===== config.mk =====
export PLATFORM = sky130hd
export DESIGN_NAME = truth_table_sweeper
export DESIGN_NICKNAME = d
export VERILOG_FILES = /design/src/rtl/truth_table_sweeper.sv
export SDC_FILE = /design/constraint.sdc
export NUM_CORES = 1
export LEC_CHECK = 0
export CAP_MARGIN = 5
export CELL_PAD_IN_SITES_DETAIL_PLACEMENT = 1
export CELL_PAD_IN_SITES_GLOBAL_PLACEMENT = 2
export CORE_ASPECT_RATIO = 1.25
export CORE_MARGIN = 1.5
export CORE_UTILIZATION = 31
export CTS_CLUSTER_DIAMETER = 120
export DETAILED_ROUTE_END_ITERATION = 16
export PLACE_DENSITY_LB_ADDON = 0.1
export SLEW_MARGIN = 20
export SYNTH_ARGS = -nofsm -noshare
export SYNTH_HDL_FRONTEND = slang
export SYNTH_SLANG_ARGS = --single-unit

===== constraint.sdc =====
create_clock -name clk -period 4.79 [get_ports clk]
set_input_delay 0.479 -clock clk [delete_from_list [all_inputs] [get_ports clk]]
set_output_delay 0.479 -clock clk [all_outputs]
set_load 0.01 [all_outputs]

===== src/rtl/truth_table_sweeper.sv =====
// Walks the 16 minterms of a 4-input function, samples its output, builds
// the truth table, counts ones and compares against a golden table.
module truth_table_sweeper #(
    parameter int SETTLE = 0
) (
    input  logic        clk,
    input  logic        reset,
    input  logic        start,
    input  logic [15:0] expected,
    input  logic        s,
    output logic [3:0]  m,
    output logic        x,
    output logic        y,
    output logic        w,
    output logic        z,
    output logic        busy,
    output logic        done,
    output logic [15:0] truth_table,
    output logic [4:0]  ones,
    output logic        mismatch,
    output logic [3:0]  first_err
);

    typedef enum logic [1:0] {
        IDLE = 2'd0,
        RUN  = 2'd1,
        DONE = 2'd2
    } state_t;

    localparam logic [2:0] SETTLE_L = 3'(SETTLE);

    // Handshake: start is a level request sampled only in IDLE; done is a
    // single-cycle pulse and busy covers exactly the RUN cycles.
    state_t      state_q, state_d;
    logic [2:0]  settle_cnt;
    logic [15:0] expected_q;
    logic        sample_edge;

    assign sample_edge = (state_q == RUN) && (settle_cnt == SETTLE_L);

    always_ff @(posedge clk) begin
        if (reset) begin
            state_q <= IDLE;
        end else begin
            state_q <= state_d;
        end
    end

    always_comb begin
        state_d = state_q;
        case (state_q)
            IDLE:    if (start) state_d = RUN;
            RUN:     if (sample_edge && (m == 4'd15)) state_d = DONE;
            DONE:    state_d = IDLE;
            default: state_d = IDLE;
        endcase
    end

    always_comb begin
        busy = (state_q == RUN);
        done = (state_q == DONE);
    end

    assign x = m[3];
    assign y = m[2];
    assign w = m[1];
    assign z = m[0];

    always_ff @(posedge clk) begin
        if (reset) begin
            m           <= 4'd0;
            settle_cnt  <= 3'd0;
            expected_q  <= 16'd0;
            truth_table <= 16'd0;
            ones        <= 5'd0;
            mismatch    <= 1'b0;
            first_err   <= 4'd0;
        end else begin
            case (state_q)
                IDLE: begin
                    if (start) begin
                        m           <= 4'd0;
                        settle_cnt  <= 3'd0;
                        expected_q  <= expected;
                        truth_table <= 16'd0;
                        ones        <= 5'd0;
                        mismatch    <= 1'b0;
                        first_err   <= 4'd0;
                    end
                end
                RUN: begin
                    if (sample_edge) begin
                        truth_table[m] <= s;
                        if (s) ones <= ones + 5'd1;
                        // Only the lowest failing minterm is recorded.
                        if ((s != expected_q[m]) && !mismatch) begin
                            mismatch  <= 1'b1;
                            first_err <= m;
                        end
                        if (m != 4'd15) begin
                            m          <= m + 4'd1;
                            settle_cnt <= 3'd0;
                        end
                    end else begin
                        settle_cnt <= settle_cnt + 3'd1;
                    end
                end
                default: ;
            endcase
        end
    end

endmodule


# After elaboration in Yosys (flattened, before gate mapping)
# Index checks and enable logic that the tools add are counted.
# W data, S select, Z words.
[word_totals]
elab_cells = 70
reg_bits = 51
inputBits = 20
ramBits = 0
out_inout_bits = 36
rom_bits = 0
mem_count = 0
latch_bits = 0
[op_classes]
n_addsub = 3
n_div = 0
magnitude_cmp = 2
bitwise_logic = 0
n_mux = 30
n_mul = 0
reduce_logical = 15
n_eq_ne = 12
shift = 0
[ops]
columns = ["operator", "n"]
rows = [
  ["$mux W16", 2],
  ["$pmux W16 S2", 1],
  ["$mux W4", 5],
  ["$bwmux W16", 1],
  ["$pmux W4 S2", 2],
  ["$mux W5", 3],
  ["$reduce_and A4 Y1", 3],
  ["$pmux W5 S2", 1],
  ["$mux W3", 3],
  ["$ne A2 B1 Y1 const B", 4],
  ["$pmux W3 S2", 1],
  ["$reduce_and A3 Y1", 2],
  ["$add A5 B1 Y5 const B", 1],
  ["$lt A4 B5 Y1 const B", 1],
  ["$mux W1", 5],
  ["$add A4 B1 Y4 const B", 1],
  ["$bmux W1 S4", 1],
  ["$demux W1 S4", 1],
  ["$eq A4 B4 Y1 const B", 1],
  ["$ge A4 B1 Y1 const B", 1],
  ["$logic_and A1 B1 Y1", 4],
  ["$mux W2", 2],
  ["$ne A2 B2 Y1 const B", 2],
  ["$ne A4 B4 Y1 const B", 1],
  ["other kinds (12)", 13],
]

# Depth between registers and ports, before layout
[logic_depth]
depth_word = 7
mapped_depth = 8
depth_no_buf = 7

# Worst setup path after synthesis
# No wires, ideal clock.
[synth_timing]
path_type = "register -> register"
start = "register m[2]"
end = "register first_err[0]"
t_arrival_ns = 2.271
n_path_buf = 1
required_time_ns = 4.720
stages_incl_launch_ff = 7
setup_time_ns = 0.070
path_slack_ns = 2.449
path_cell_list = "dfxtp_1 -> buf_6 -> mux4_2 -> mux4_2 -> xnor2_2 -> nor4_1 -> o2bb2ai_1"
[synth_between]
elab_chain_len = 6
[synth_lines]
columns = ["item", "line", "text"]
rows = [
  ["from (decl)", "11", "output logic [3:0] m,"],
  ["from (signal assigned)", "101", "m <= m + 4'd1;"],
  ["$bmux W1 S4", "96", "if ((s != expected_q[m]) && !mismatch) begin"],
  ["$mux W1 (not written as such)", "96", ""],
  ["$ne A1 B1 Y1", "96", ""],
  ["$logic_and A1 B1 Y1", "96", ""],
  ["$ne A2 B1 Y1 (no line)", "-", ""],
  ["$reduce_and A4 Y1 (no line)", "-", ""],
  ["to (signal assigned)", "98", "first_err <= m;"],
  ["to (decl)", "21", "output logic [3:0] first_err"],
]
# No other way between the ends. The select of a mux whose other input is x is not followed.
# A chain may end at the register's enable or synchronous reset.

# Worst setup path after layout
[layout_timing]
start = "register m[2]"
end = "register first_err[2]"
[layout_between]
elab_chain_len = 6
word_cells_on_any_way = 9
[layout_lines]
columns = ["item", "line"]
rows = [
  ["$bmux W1 S4", "96"],
  ["$mux W1 (not written as such)", "96"],
  ["$ne A1 B1 Y1", "96"],
  ["$logic_and A1 B1 Y1", "96"],
  ["$ne A2 B1 Y1 (no line)", "-"],
  ["$reduce_and A4 Y1 (no line)", "-"],
]
# Parallel ways exist; a longest one is shown, timed or not. The select of a mux whose other input is x is not followed.

==> impl_metrics.yaml <==
worst_setup_path:
  r2r-start: "m[2]$_SDFFE_PP0P_"
  end_kind: "register"
  arrival_ns: 3.19
  cp_slowest_stage_delay_ns: 0.92
  crit_family: "multiplexers"
  critical_path.cell_chain: "mux4_1 > mux4_2 > xnor2_2 > nor4_1 > o2bb2ai_1"
  crit_start: "m[2]$_SDFFE_PP0P_"
  crit_slowest_cell: "dfxtp_1"
  cp_data_required_time_ns: 5.04
  critPathLaunchType: "register"
  r2r_slack_ns: 1.85
  crit_type: "register to register"
  cp_max_fo: 23
  path_buf_inv: 0
drt:
  wirelength_mm: 6.35
  initialDrtViolationCount: 60
  vias_per_cell: 4.95
  ant_nets: 0
  vias: 2071
  first_pass_iters: 4
  drc: 0
  post_drt_wl_per_cell_um: 15.2
cells_and_area:
  syn_to_final_growth_pct: 27.7
  fin_area_um2: 3050
  drive_above_1_share_pct: 5.21
  multiInputGateArea_um2: 1230
  diodes: 0
  register_area_um2: 1020
  fillers: 886
  nets: 352
outcome:
  status: "completed"
floorplan:
  pin_count: 56
  start_util_pct: 32.3
  die_w_um: 81.5
  dieHeight_um: 101
  fp-row-count: 35
  dieArea_um2: 8250
  coreArea_um2: 7400
grt:
  grt_antenna_before_repair: 0
  gr-usage-all-layers_pct: 16.7
  grt_max_degree: 44
  gr-total-overflow: 0
  grt_pass1_vias: 2053
  grt_pass1_wl_mm: 10.5
yosys:
  synthCells: 282
  seq_area_frac_synth_pct: 42.7
  synth_cell_types: 38
  avgSynthCellArea_um2: 8.47
  syn-num-nets: 309
  synth_warnings: 0
  syn-cell-area_um2: 2390
  ys_seq_elements: 51
flow_run:
  drv_cap: 0
clocking:
  cts_tree: "built"
  ctsResizeCount: 0
  insertion_delay_ns: 0.31
  cts_buffers: 5
  cts_setup_buffers: 0
  root_buffer: "clkbuf_8"
  clockBufferDepth: 2
  h-tree-depth: 2
  clock-sinks: 51
  clk_pin_slew_ns: 0.10
  hold_buffers: 0
timing:
  relSlewSlack_pct: 40.2
  fmaxAchievable_ghz: 0.340
  grt_setup_unrepaired: "no"
  finalSetupViolCount: 0
  finalClockSkew_ns: 0.00883
  finalMaxSlewViolations: 0
  tightestPinTransition_ns: 0.896
  post-route-worst-setup-slack_ns: 1.85
  hold_viol_final: 0
  fin_crit_sh_pct: 61.4
  setup_tns_ns: 0
  min_period_ns: 2.94
worst_hold_path:
  min_path_type: "register to register"
  hold_start: "first_err[1]$_SDFFE_PP0P_"
placement:
  numPortBuffers: 55
  dp_hpwl_mm: 4.56
  dp_slack_ns: 1.85
  gp_congestion: 0.734
  placed_area_um2: 2970
power_and_ir_drop:
  power_density_nw_per_um2: 262
  ir_worst_vdd_mv: 0.121
  p_leak_nw: 1.07
[sequential cells by signal, summed over array words and instances, names as in the netlist]
register     flops
settle_cnt       3
first_err        4
ones             5
state_q          2
mismatch         1
expected_q      16
truth_table     16
m                4
[synthesized netlist by cell type, drive strengths merged]
cell	instances	share of area [%]
a2bb2oi	1	0.63
a311oi	1	0.63
a31oi	3	0.79
o2bb2ai	4	1.5
clkinv	1	0.16
o21a	10	3.1
and3	3	0.79
xnor2	2	1.0
o211ai	1	0.31
mux4	5	5.0
nand2b	8	2.1
nor3	3	0.63
nor2b	4	1.0
o2111ai	2	0.73
nor4	1	0.26
nor2	28	4.4
or2	1	0.26
a21o	1	0.31
clkbuf	13	2.0
nand3b	2	0.63
and2	3	0.79
o31a	4	1.5
o21ba	1	0.42
dfxtp	51	43
ha	7	3.7
nand2	42	6.6
inv	9	1.4
buf	7	2.1
nand3	7	1.5
a21oi	36	7.5
and2b	1	0.31
o21ai	14	2.9
xor2	6	2.2
[worst reg2reg max path, delay by kind of cell (launching register included)]
| family | cells | cell delay, ns |
|---|---|---|
| mux | 2 | 1.13 |
| compound gates | 1 | 0.17 |
| xor+xnor | 1 | 0.18 |
| flops | 1 | 0.92 |
| simple gates | 1 | 0.47 |
[layer usage]
| layer | wire, µm | vias up | part of all wire, % | GRT usage, % |
|---|---|---|---|---|
| li1 | - | 1047 | - | - |
| met1 | 2810 | 978 | 44 | 21.4 |
| met2 | 3210 | 37 | 51 | 28.0 |
| met3 | 223 | 9 | 3.5 | 3.06 |
| met4 | 112 | 0 | 1.8 | 5.44 |
| met5 | 0 | - | 0 | 0 |
[power breakdown]
part	total [W]	internal (W)	switching (W)
sequential	0.000445	0.000435	0.00000975
clock	0.000255	0.000103	0.000152
combinational	0.0000996	0.0000450	0.0000546
total	0.000799	0.000583	0.000216
[metrics by stage]
step / utilization, % / instances / total power [W] / hold slack [ns]
3_3_place_gp: 40.1 / 410 / 0.000557 / 0.442
4_1_cts: 41.2 / 418 / 0.000810 / 0.458
5_1_grt: 41.2 / 418 / 0.000838 / 0.480
3_5_place_dp: 40.1 / 410 / 0.000558 / 0.443
2_1_floorplan: - / 282 / 0.000513 / 0.432
6_report: 41.2 / 418 / 0.000799 / 0.454
[logic make-up (layout without fill, tap and decap cells)]
kind of cell    count (synthesis)  in the layout  synth area share [%]
xor+xnor                        8              8                  3.25
fa+ha+maj                       7              7                  3.66
mux                             5              5                  5.03
compound gates                 78             78                  20.4
buf+inv                        30             74                  5.71
simple gates                  103            103                  19.3
flops                          51             51                  42.7
[area by class of cell]
cell class,count,share of cell area [%]
multi-input cells,201,40.5
repair buffers,56,18.3
clock inverters,2,0.410
clock buffers,6,2.38
inverters,10,1.23
well taps,92,3.77
flip-flops and latches,51,33.5
[layout by cell type, fill, tap and decap left out, drive strengths merged, types with 4 or more instances in the layout]
cell type,netlist,layout
nand2,42,42
mux4,5,5
clkbuf,13,6
inv,9,9
o2bb2ai,4,4
dfxtp,51,51
o21ai,14,14
a21oi,36,36
nor2,28,28
xor2,6,6
nand2b,8,8
nor2b,4,4
ha,7,7
o21a,10,10
clkdlybuf4s50,0,55
o31a,4,4
nand3,7,7
[worst paths after layout]
path / to / cells after the start
setup / recovery: first_err[2]$_SDFFE_PP0P_ / 5
hold / removal: first_err[1]$_SDFFE_PP0P_ / 2
setup reg to reg: first_err[2]$_SDFFE_PP0P_ / 5
hold reg to reg: first_err[1]$_SDFFE_PP0P_ / 2
Note: power is estimated with default switching activity, not from simulation.
